$ cat src/rtl/i2c_capture_if.sv
// Bus bundle between the I2C listener / host drain and the capture controller.
// The master side drives listener events and pops entries. The slave side is the controller.
interface i2c_capture_if;
    logic [8:0]  byte_in;
    logic        byte_ready;
    logic        sop;
    logic        eot;
    logic        rd_valid;
    logic [10:0] rd_data;
    logic        rd_ack;

    modport master (
        output byte_in, byte_ready, sop, eot, rd_ack,
        input  rd_valid, rd_data
    );

    modport slave (
        input  byte_in, byte_ready, sop, eot, rd_ack,
        output rd_valid, rd_data
    );
endinterface

$ cat src/rtl/i2c_capture_ctrl.sv
// Frames passive I2C listener bytes into a capture FIFO of start/data/end entries.
// An address filter is applied, and one slot is always kept free for the end marker.
module i2c_capture_ctrl #(
    parameter int unsigned DEPTH       = 16,
    parameter int unsigned LEVEL_W     = 5,
    parameter bit          CAPTURE_NAK = 1'b0
) (
    input  logic               sysclk,
    input  logic               reset,
    input  logic               enable,
    input  logic [6:0]         match_addr,
    input  logic [6:0]         match_mask,
    i2c_capture_if.slave       bus,
    output logic [LEVEL_W-1:0] fifo_level,
    output logic [15:0]        pkt_count,
    output logic [15:0]        drop_count
);
    localparam int unsigned        PTR_W    = $clog2(DEPTH);
    localparam logic [LEVEL_W-1:0] ROOM_MAX = LEVEL_W'(DEPTH - 2);

    typedef enum logic [1:0] {IDLE, ADDR, CAPTURE, DROP} state_t;

    state_t             state_q, state_d;
    logic [10:0]        mem [DEPTH];
    logic [PTR_W-1:0]   wr_ptr, rd_ptr;
    logic [LEVEL_W-1:0] level_q;
    logic [7:0]         nbytes_q;
    logic               ovf_q;

    logic        push, pop, room, addr_hit;
    logic [10:0] push_entry;
    logic        pkt_inc, drop_inc, nb_clr, nb_inc, ovf_set;

    // free >= 2 is judged on the level before any same-cycle pop
    assign room     = (level_q <= ROOM_MAX);
    assign addr_hit = (((bus.byte_in[8:2] ^ match_addr) & match_mask) == '0)
                      && enable && (!bus.byte_in[0] || CAPTURE_NAK);
    assign pop      = bus.rd_ack && (level_q != '0);

    assign bus.rd_valid = (level_q != '0);
    assign bus.rd_data  = mem[rd_ptr];
    assign fifo_level   = level_q;

    always_comb begin
        state_d    = state_q;
        push       = 1'b0;
        push_entry = '0;
        pkt_inc    = 1'b0;
        drop_inc   = 1'b0;
        nb_clr     = 1'b0;
        nb_inc     = 1'b0;
        ovf_set    = 1'b0;
        case (state_q)
            IDLE: begin
                if (bus.sop) state_d = ADDR;
            end
            ADDR: begin
                if (bus.byte_ready) begin
                    if (addr_hit && room) begin
                        push       = 1'b1;
                        push_entry = {2'b01, bus.byte_in};
                        pkt_inc    = 1'b1;
                        nb_clr     = 1'b1;
                        state_d    = CAPTURE;
                    end else begin
                        drop_inc = addr_hit;
                        state_d  = DROP;
                    end
                end else if (bus.eot) begin
                    state_d = IDLE;
                end
            end
            CAPTURE: begin
                if (bus.byte_ready) begin
                    if (room) begin
                        push       = 1'b1;
                        push_entry = {2'b00, bus.byte_in};
                        nb_inc     = 1'b1;
                    end else begin
                        ovf_set = 1'b1;
                    end
                end else if (bus.eot) begin
                    push       = 1'b1;
                    push_entry = {2'b10, ovf_q, nbytes_q};
                    state_d    = IDLE;
                end else if (bus.sop) begin
                    push       = 1'b1;
                    push_entry = {2'b11, ovf_q, nbytes_q};
                    state_d    = ADDR;
                end
            end
            DROP: begin
                if (bus.eot)      state_d = IDLE;
                else if (bus.sop) state_d = ADDR;
            end
            default: state_d = IDLE;
        endcase
    end

    always_ff @(posedge sysclk) begin
        if (push) mem[wr_ptr] <= push_entry;
    end

    always_ff @(posedge sysclk) begin
        if (reset) begin
            state_q    <= IDLE;
            wr_ptr     <= '0;
            rd_ptr     <= '0;
            level_q    <= '0;
            nbytes_q   <= '0;
            ovf_q      <= 1'b0;
            pkt_count  <= '0;
            drop_count <= '0;
        end else begin
            state_q <= state_d;
            if (push) wr_ptr <= wr_ptr + PTR_W'(1);
            if (pop)  rd_ptr <= rd_ptr + PTR_W'(1);
            case ({push, pop})
                2'b10:   level_q <= level_q + LEVEL_W'(1);
                2'b01:   level_q <= level_q - LEVEL_W'(1);
                default: level_q <= level_q;
            endcase
            if (nb_clr) begin
                nbytes_q <= '0;
                ovf_q    <= 1'b0;
            end else begin
                if (nb_inc && nbytes_q != '1) nbytes_q <= nbytes_q + 8'd1;
                if (ovf_set)                  ovf_q    <= 1'b1;
            end
            if (pkt_inc && pkt_count != '1)   pkt_count  <= pkt_count + 16'd1;
            if (drop_inc && drop_count != '1) drop_count <= drop_count + 16'd1;
        end
    end
endmodule

$ cat src/flat_wrapper.sv
// flat-port wrapper written by rule: the top's interface ports become plain ports
module i2c_capture_ctrl_flat 
#(
    parameter int unsigned DEPTH       = 16,
    parameter int unsigned LEVEL_W     = 5,
    parameter bit          CAPTURE_NAK = 1'b0
)
  (sysclk, reset, enable, match_addr, match_mask, fifo_level, pkt_count, drop_count, bus_byte_in, bus_byte_ready, bus_sop, bus_eot, bus_rd_ack, bus_rd_valid, bus_rd_data);
  i2c_capture_if bus_i ();
  input  logic sysclk;
  input  logic reset;
  input  logic enable;
  input  logic [6:0] match_addr;
  input  logic [6:0] match_mask;
  output logic [LEVEL_W-1:0] fifo_level;
  output logic [15:0] pkt_count;
  output logic [15:0] drop_count;
  input wire logic [$bits(bus_i.byte_in)-1:0] bus_byte_in;
  input wire logic [$bits(bus_i.byte_ready)-1:0] bus_byte_ready;
  input wire logic [$bits(bus_i.sop)-1:0] bus_sop;
  input wire logic [$bits(bus_i.eot)-1:0] bus_eot;
  input wire logic [$bits(bus_i.rd_ack)-1:0] bus_rd_ack;
  output wire logic [$bits(bus_i.rd_valid)-1:0] bus_rd_valid;
  output wire logic [$bits(bus_i.rd_data)-1:0] bus_rd_data;
  assign bus_i.byte_in = bus_byte_in;
  assign bus_i.byte_ready = bus_byte_ready;
  assign bus_i.sop = bus_sop;
  assign bus_i.eot = bus_eot;
  assign bus_i.rd_ack = bus_rd_ack;
  assign bus_rd_valid = bus_i.rd_valid;
  assign bus_rd_data = bus_i.rd_data;
  i2c_capture_ctrl #(.DEPTH(DEPTH), .LEVEL_W(LEVEL_W), .CAPTURE_NAK(CAPTURE_NAK)) u_core (.sysclk(sysclk), .reset(reset), .enable(enable), .match_addr(match_addr), .match_mask(match_mask), .bus(bus_i), .fifo_level(fifo_level), .pkt_count(pkt_count), .drop_count(drop_count));
endmodule
$ cat config.mk
export PLATFORM = sky130hd
export DESIGN_NAME = i2c_capture_ctrl_flat
export DESIGN_NICKNAME = d
export VERILOG_FILES = /design/src/rtl/i2c_capture_if.sv /design/src/rtl/i2c_capture_ctrl.sv /design/src/flat_wrapper.sv
export SDC_FILE = /design/constraint.sdc
export NUM_CORES = 1
export LEC_CHECK = 0
export CAP_MARGIN = 20
export CORE_UTILIZATION = 58
export DETAILED_ROUTE_END_ITERATION = 7
export PLACE_DENSITY = 0.84
export SLEW_MARGIN = 20
export SYNTH_ARGS = -nofsm -noshare
export SYNTH_HDL_FRONTEND = slang
export SYNTH_SLANG_ARGS = --single-unit
export TNS_END_PERCENT = 30
$ cat constraint.sdc
create_clock -name sysclk -period 4.8 [get_ports sysclk]
set_input_delay 1.44 -clock sysclk [delete_from_list [all_inputs] [get_ports sysclk]]
set_output_delay 1.44 -clock sysclk [all_outputs]
set_load 0.05 [all_outputs]
==> metrics.cfg, run 1 <==
[hold_path]
worstHoldPathType=reg -> reg

[setup_path]
crit_required_ns=3.36
cp-start-kind=flop
cp_slowest_cell=clkdlybuf4s50_1
cpPeakStageDelay_ns=0.73
crit_arrival_ns=3.17
crit_type=reg -> out
path_cells=buf_4, mux4_2, mux4_2, clkdlybuf4s50_1
worstPathMaxFanout=17
crit_path_frequent_cell=mux4_2
end_kind=output port

[clock_network]
cts.reportedPaths.clkPinSlew_ns=0.06
hold_buffers=0
cts_buffer_depth=3
worstSkewPairLatency_ns=0.52
cts.sinks=236
post_cts_resized=0
htreeDepth=1
cts_made_buffers=23
cts_tree=yes
post-cts-setup-buffers=0
cts_root_buffer=clkbuf_16

[synth]
yosysUniqueCellTypes=48
synth_xor_area_share_pct=4.11
syn_area_mm2=0.0100
yosys.area_share.simple_pct=10.4
synth_top_family_by_area=multiplexers
syn_inst=665
synth_area_leader_cell=edfxtp_1
synth.top_cell.area_share_pct=52.8
ys.flop_type=edfxtp_1
async_flop_share_pct=0
ys_top_cells_by_area=edfxtp_1, mux4_2, dfxtp_1
synth_area_per_cell_um2=15.1
synth.net_count=711
synth_warnings=0
synth-edff-count=176
ys_seq_elements=236
muxShareOfSynthArea_pct=13.5
synth_compound_area_share_pct=3.20
synth-adder-area-share_pct=2.00
synth.yosys.seq_area_share_pct=64.8

[timing]
max_freq_ghz=0.217
rsz0062_at_grt=no
slew_headroom_pct=36.3
timing.setup.tns_ns=0
layout_min_cycle_time_ns=4.61
skew_ns=0.0109
drv_slew=0
tightest_slew_ns=0.956
setup_viol=0
timing_hold_violations_final=0
period_share_pct=96.0

[final_layout]
final_cell_area_mm2=0.0119
n_antenna_cell=0
fillCellCount=1046
syn_to_final_growth_pct=19.0
fin_nets=799
drive_gt1_share_pct=15.6

[placed_design]
port_buffers=78
hpwl_um=14300
placed_cell_area_mm2=0.0111
place.gp.congestion=0.871

[global_routing]
grt_first_pass_wirelength_um=35700
grt_use_total_pct=27.1
grt_overflow=0
grt_pass1_vias=6243
antenna_found_initial=0
grt_start_max_net_pins=55

[floorplanning]
core.rowCount=47
die_h_um=133
initial_core_util_pct=59.9
die_area_mm2=0.0178
num_io_pins=79
die_w_um=133
coreArea_mm2=0.0167

[power]
vdd_drop_max_mv=0.253
leakagePower_nw=3.47
powerDensity_mw_per_mm2=358

[drt]
drtIter0Drc=484
detail-route-antenna-nets=0
drc=0
num_vias=6112
wl_per_cell_um=23.5
wl_um=23200
dr.pass1.iters=7
viasPerCell=6.17

[run_status]
status=finished clean

[run]
max_cap_viol_count=0

[sequential cells by signal (all words and copies together) (netlist names), named ones only]
register,count
u_core.drop_count,16
u_core.fifo_level,5
u_core.mem,176
u_core.nbytes_q,8
u_core.ovf_q,1
u_core.pkt_count,16
u_core.rd_ptr,4
u_core.state_q,2
u_core.wr_ptr,4
[synthesized netlist by cell type (all sizes together) (5+ instances only)]
library cell / count
mux4: 55
dfxtp: 60
nor2: 64
nand4: 13
inv: 15
nand2: 31
o21ai: 7
nor4: 15
clkbuf: 23
and3: 17
a22o: 11
nand3: 22
nor3: 18
buf: 10
or4: 5
nor2b: 8
xor2: 16
mux2i: 7
xnor2: 31
ha: 16
edfxtp: 176
a21oi: 8
[layer usage]
metal | global-route usage, % | part of all wire [%] | up-vias
met3 | 4.68 | 6.6 | 49
met4 | 10.6 | 3.1 | 0
li1 | - | - | 2741
met2 | 48.6 | 54 | 273
met5 | 0 | 0 | -
met1 | 32.6 | 37 | 3049
[final timing paths]
check	startpoint	end	slack [ns]	depth (start not counted)
worst max-delay path	flop	bus_rd_data[5]	0.19	4
worst min-delay path	u_core.ovf_q	u_core.ovf_q	0.51	2
worst max register to register	u_core.fifo_level[2]	u_core.fifo_level[4]	1.54	14
worst min register to register	u_core.ovf_q	u_core.ovf_q	0.51	2
[critical path: cells and delay by family, from the launching register on]
family	cells	cell delay, ns
buffers and inverters	2	1.07
flip-flops	1	0.63
multiplexers	2	0.94
[cells in the final DEF, fill, tap and decap left out, types with 15 or more instances in the layout]
master / netlist / layout
xor2_1: 16 / 16
inv_1: 15 / 15
and3_1: 17 / 17
nand3_1: 22 / 22
xnor2_1: 31 / 31
nor2_1: 64 / 64
edfxtp_1: 176 / 176
nand2_1: 31 / 31
dfxtp_1: 60 / 58
ha_1: 16 / 16
mux4_2: 55 / 55
buf_4: 0 / 17
clkbuf_16: 0 / 23
clkdlybuf4s50_1: 0 / 77
nor4_1: 15 / 15
nor3_1: 17 / 17
[where the power goes]
| group | total, W | switching, W | internal [W] |
|---|---|---|---|
| clock network | 0.00201 | 0.000755 | 0.00126 |
| registers | 0.00217 | 0.00000209 | 0.00217 |
| logic | 0.0000850 | 0.0000461 | 0.0000389 |
| total | 0.00426 | 0.000804 | 0.00346 |
[logic make-up after synthesis]
kind of cell | count (synthesis)
compound gates | 44
mux | 66
fa+ha+maj | 16
xor+xnor | 47
flops | 236
buf+inv | 48
simple gates | 208
[layout make-up]
type / instances / area [um2] / area share, %
inverters: 15 / 56.3 / 0.473
clock buffers: 26 / 587 / 4.92
well taps: 220 / 275 / 2.31
clock inverters: 16 / 256 / 2.15
multi-input cells: 381 / 3330 / 27.9
flip-flops and latches: 236 / 6490 / 54.5
repair buffers: 96 / 923 / 7.75
[metrics by stage]
step	hold WS [ns]	utilization [%]	power [W]	instances	worst slack, ns
finish	0.509	71.3	0.00426	990	0.194
global placement	0.491	66.3	0.00229	948	0.245
CTS	0.511	71.3	0.00429	990	0.168
detailed placement	0.497	66.3	0.00230	948	0.159
floorplan	0.437	-	0.00226	665	0.642
global route	0.557	71.3	0.00437	990	0.129
Note: power is estimated with default switching activity, not from simulation.
==> run 2, diff against run 1 <==
- CORE_UTILIZATION: 58 -> 30
- PLACE_DENSITY: 0.84 -> 0.53
- SLEW_MARGIN: 20 -> 40
- clock period: 4.8 -> 4.2 ns (I/O delays scaled with it)
==> metrics.cfg, run 2 (same netlist as run 1, synthesis figures left out) <==
[run_status]
status=finished clean  ; unchanged

[final_layout]
n_antenna_cell=0  ; unchanged
final_cell_mix=edfxtp_1, buf_4, clkdlybuf4s50_1  ; was edfxtp_1, clkdlybuf4s50_1, nor2_1
fin_nets=843  ; was 799
largestRegisters=u_core.mem: 176 flops, u_core.drop_count: 16 flops, u_core.pkt_count: 16 flops  ; unchanged
syn_to_final_growth_pct=24.8  ; was 19.0%
regMostFlops=u_core.mem  ; unchanged
drive_gt1_share_pct=21.9  ; was 15.6%
mostFrequentLayoutCell=edfxtp_1  ; unchanged
fillCellCount=3147  ; was 1046
final_cell_area_mm2=0.0125  ; was 0.0119 mm2
largest_reg_flops=176  ; unchanged

[global_routing]
grt_use_total_pct=13.8  ; was 27.1%
grt_first_pass_wirelength_um=35200  ; was 35700 um
grt_start_max_net_pins=55  ; unchanged
use_met2_pct=22.7  ; was 48.6%
grt_pass1_vias=5954  ; was 6243
grt_overflow=0  ; unchanged
grt.busiest_layer=met2  ; unchanged
use_met1_pct=18.5  ; was 32.6%
met3_usage_pct=2.41  ; was 4.68%
antenna_found_initial=0  ; unchanged

[drt]
viasPerCell=4.73  ; was 6.17
detail-route-antenna-nets=0  ; unchanged
dr.pass1.iters=4  ; was 7
drc=0  ; unchanged
num_vias=5957  ; was 6112
drtIter0Drc=347  ; was 484
wl_um=22800  ; was 23200 um
wl_per_cell_um=18.1  ; was 23.5 um

[clock_network]
post-cts-setup-buffers=0  ; unchanged
cts.sinks=236  ; unchanged
cts_root_buffer=clkbuf_16  ; unchanged
cts_buffer_depth=3  ; unchanged
worstSkewPairLatency_ns=0.53  ; was 0.52 ns
post_cts_resized=0  ; unchanged
cts_made_buffers=26  ; was 23
htreeDepth=1  ; unchanged
hold_buffers=0  ; unchanged
cts.reportedPaths.clkPinSlew_ns=0.06  ; about the same
cts_tree=yes  ; unchanged

[setup_path]
cp-start-kind=flop  ; unchanged
crit_required_ns=2.94  ; was 3.36 ns
crit_arrival_ns=2.60  ; was 3.17 ns
end_kind=output port  ; unchanged
worstPathMaxFanout=25  ; was 17
crit_type=reg -> out  ; unchanged

[placed_design]
place.gp.congestion=0.733  ; was 0.871
preCtsSetupSlack_ns=-0.157  ; was 0.159 ns
placed_cell_area_mm2=0.0117  ; was 0.0111 mm2
hpwl_um=14900  ; was 14300 um
port_buffers=78  ; unchanged

[power]
p_seq_share_pct=51.8  ; was 50.8%
leakagePower_nw=3.71  ; was 3.47 nW
p_clk_share_pct=46.0  ; was 47.2%
vdd_drop_max_mv=0.213  ; was 0.253 mV
finalPower_w=0.00478  ; was 0.00426 W
p_int_w=0.00383  ; was 0.00346 W
powerDensity_mw_per_mm2=383  ; was 358 mW/mm2
p_sw_w=0.000948  ; was 0.000804 W
switching_share_pct=19.8  ; was 18.8%
p_comb_share_pct=2.2  ; was 2.0%

[timing]
layout_min_cycle_time_ns=3.86
max_freq_ghz=0.259
skew_ns=0.0158  ; was 0.0109 ns
tightest_slew_ns=0.795  ; was 0.956 ns
drv_slew=0  ; unchanged
period_share_pct=92.0
setup_viol=0  ; unchanged
rsz0062_at_grt=no  ; unchanged
timing_hold_violations_final=0  ; unchanged
slew_headroom_pct=46.9  ; was 36.3%
worst_slack_ns=0.337  ; was 0.194 ns

[floorplanning]
coreArea_mm2=0.0327  ; was 0.0167 mm2
die_area_mm2=0.0341  ; was 0.0178 mm2
die_h_um=185  ; was 133 um
die_w_um=185  ; was 133 um
num_io_pins=79  ; unchanged
core.rowCount=66  ; was 47
initial_core_util_pct=30.6  ; was 59.9%

[run]
max_cap_viol_count=0  ; unchanged

[hold_path]
worstHoldPathType=reg -> reg  ; unchanged

run 2: cell types whose count changed in the layout (fill, tap and decap cells not counted), sizes merged:
cell / before / now
clkbuf: 26 / 38
inv: 17 / 15
bufinv: 7 / 1
clkinvlp: 1 / 0
buf: 19 / 71
clkinv: 6 / 9
clkdlybuf4s50: 77 / 66
run 2: metrics by stage:
step           std cells  TNS [ns]  hold slack, ns  util [%]
2_1_floorplan        665         0           0.437         -
3_3_place_gp        1211    -0.161           0.449      35.6
3_5_place_dp        1211    -0.188           0.464      35.6
4_1_cts             1259         0           0.478      38.2
5_1_grt             1259         0           0.539      38.2
6_report            1259         0           0.475      38.2
run 2: final timing paths:
| path | from | endpoint | cells after the start | slack [ns] |
|---|---|---|---|---|
| worst min-delay path | u_core.ovf_q | u_core.ovf_q | 2 | 0.47 |
| worst min register to register | u_core.ovf_q | u_core.ovf_q | 2 | 0.47 |
| worst max-delay path | flop | bus_rd_data[9] | 4 | 0.34 |
| worst max register to register | u_core.state_q[1] | u_core.fifo_level[4] | 16 | 1.23 |
run 2: power groups by stage:
stage          Clock (W)  Combinational, W  Sequential (W)
3_5_place_dp           0          0.000106         0.00253
5_1_grt          0.00236          0.000114         0.00248
3_3_place_gp           0          0.000105         0.00253
6_report         0.00220          0.000103         0.00248
2_1_floorplan          0         0.0000519         0.00253
4_1_cts          0.00225          0.000106         0.00248
run 2: cell type report:
class / count / area [um2] / area share [%]
Tap cell: 442 / 553 / 4.43
Sequential cell: 236 / 6490 / 52.0
Clock inverter: 10 / 83.8 / 0.671
Timing Repair Buffer: 137 / 1220 / 9.76
Clock buffer: 38 / 754 / 6.04
Inverter: 15 / 56.3 / 0.451
Multi-Input combinational cell: 381 / 3330 / 26.7
run 2: routing by layer:
layer | up-vias | routed length (um)
li1 | 2827 | -
met1 | 2990 | 10200
met2 | 110 | 11100
met3 | 30 | 975
met4 | 0 | 490
met5 | - | 0
run 2: critical path, cell delays in order, from the launching register on:
cell,delay [ns]
dfxtp_4,0.50
buf_12,0.28
mux4_2,0.56
mux4_2,0.52
buf_4,0.22
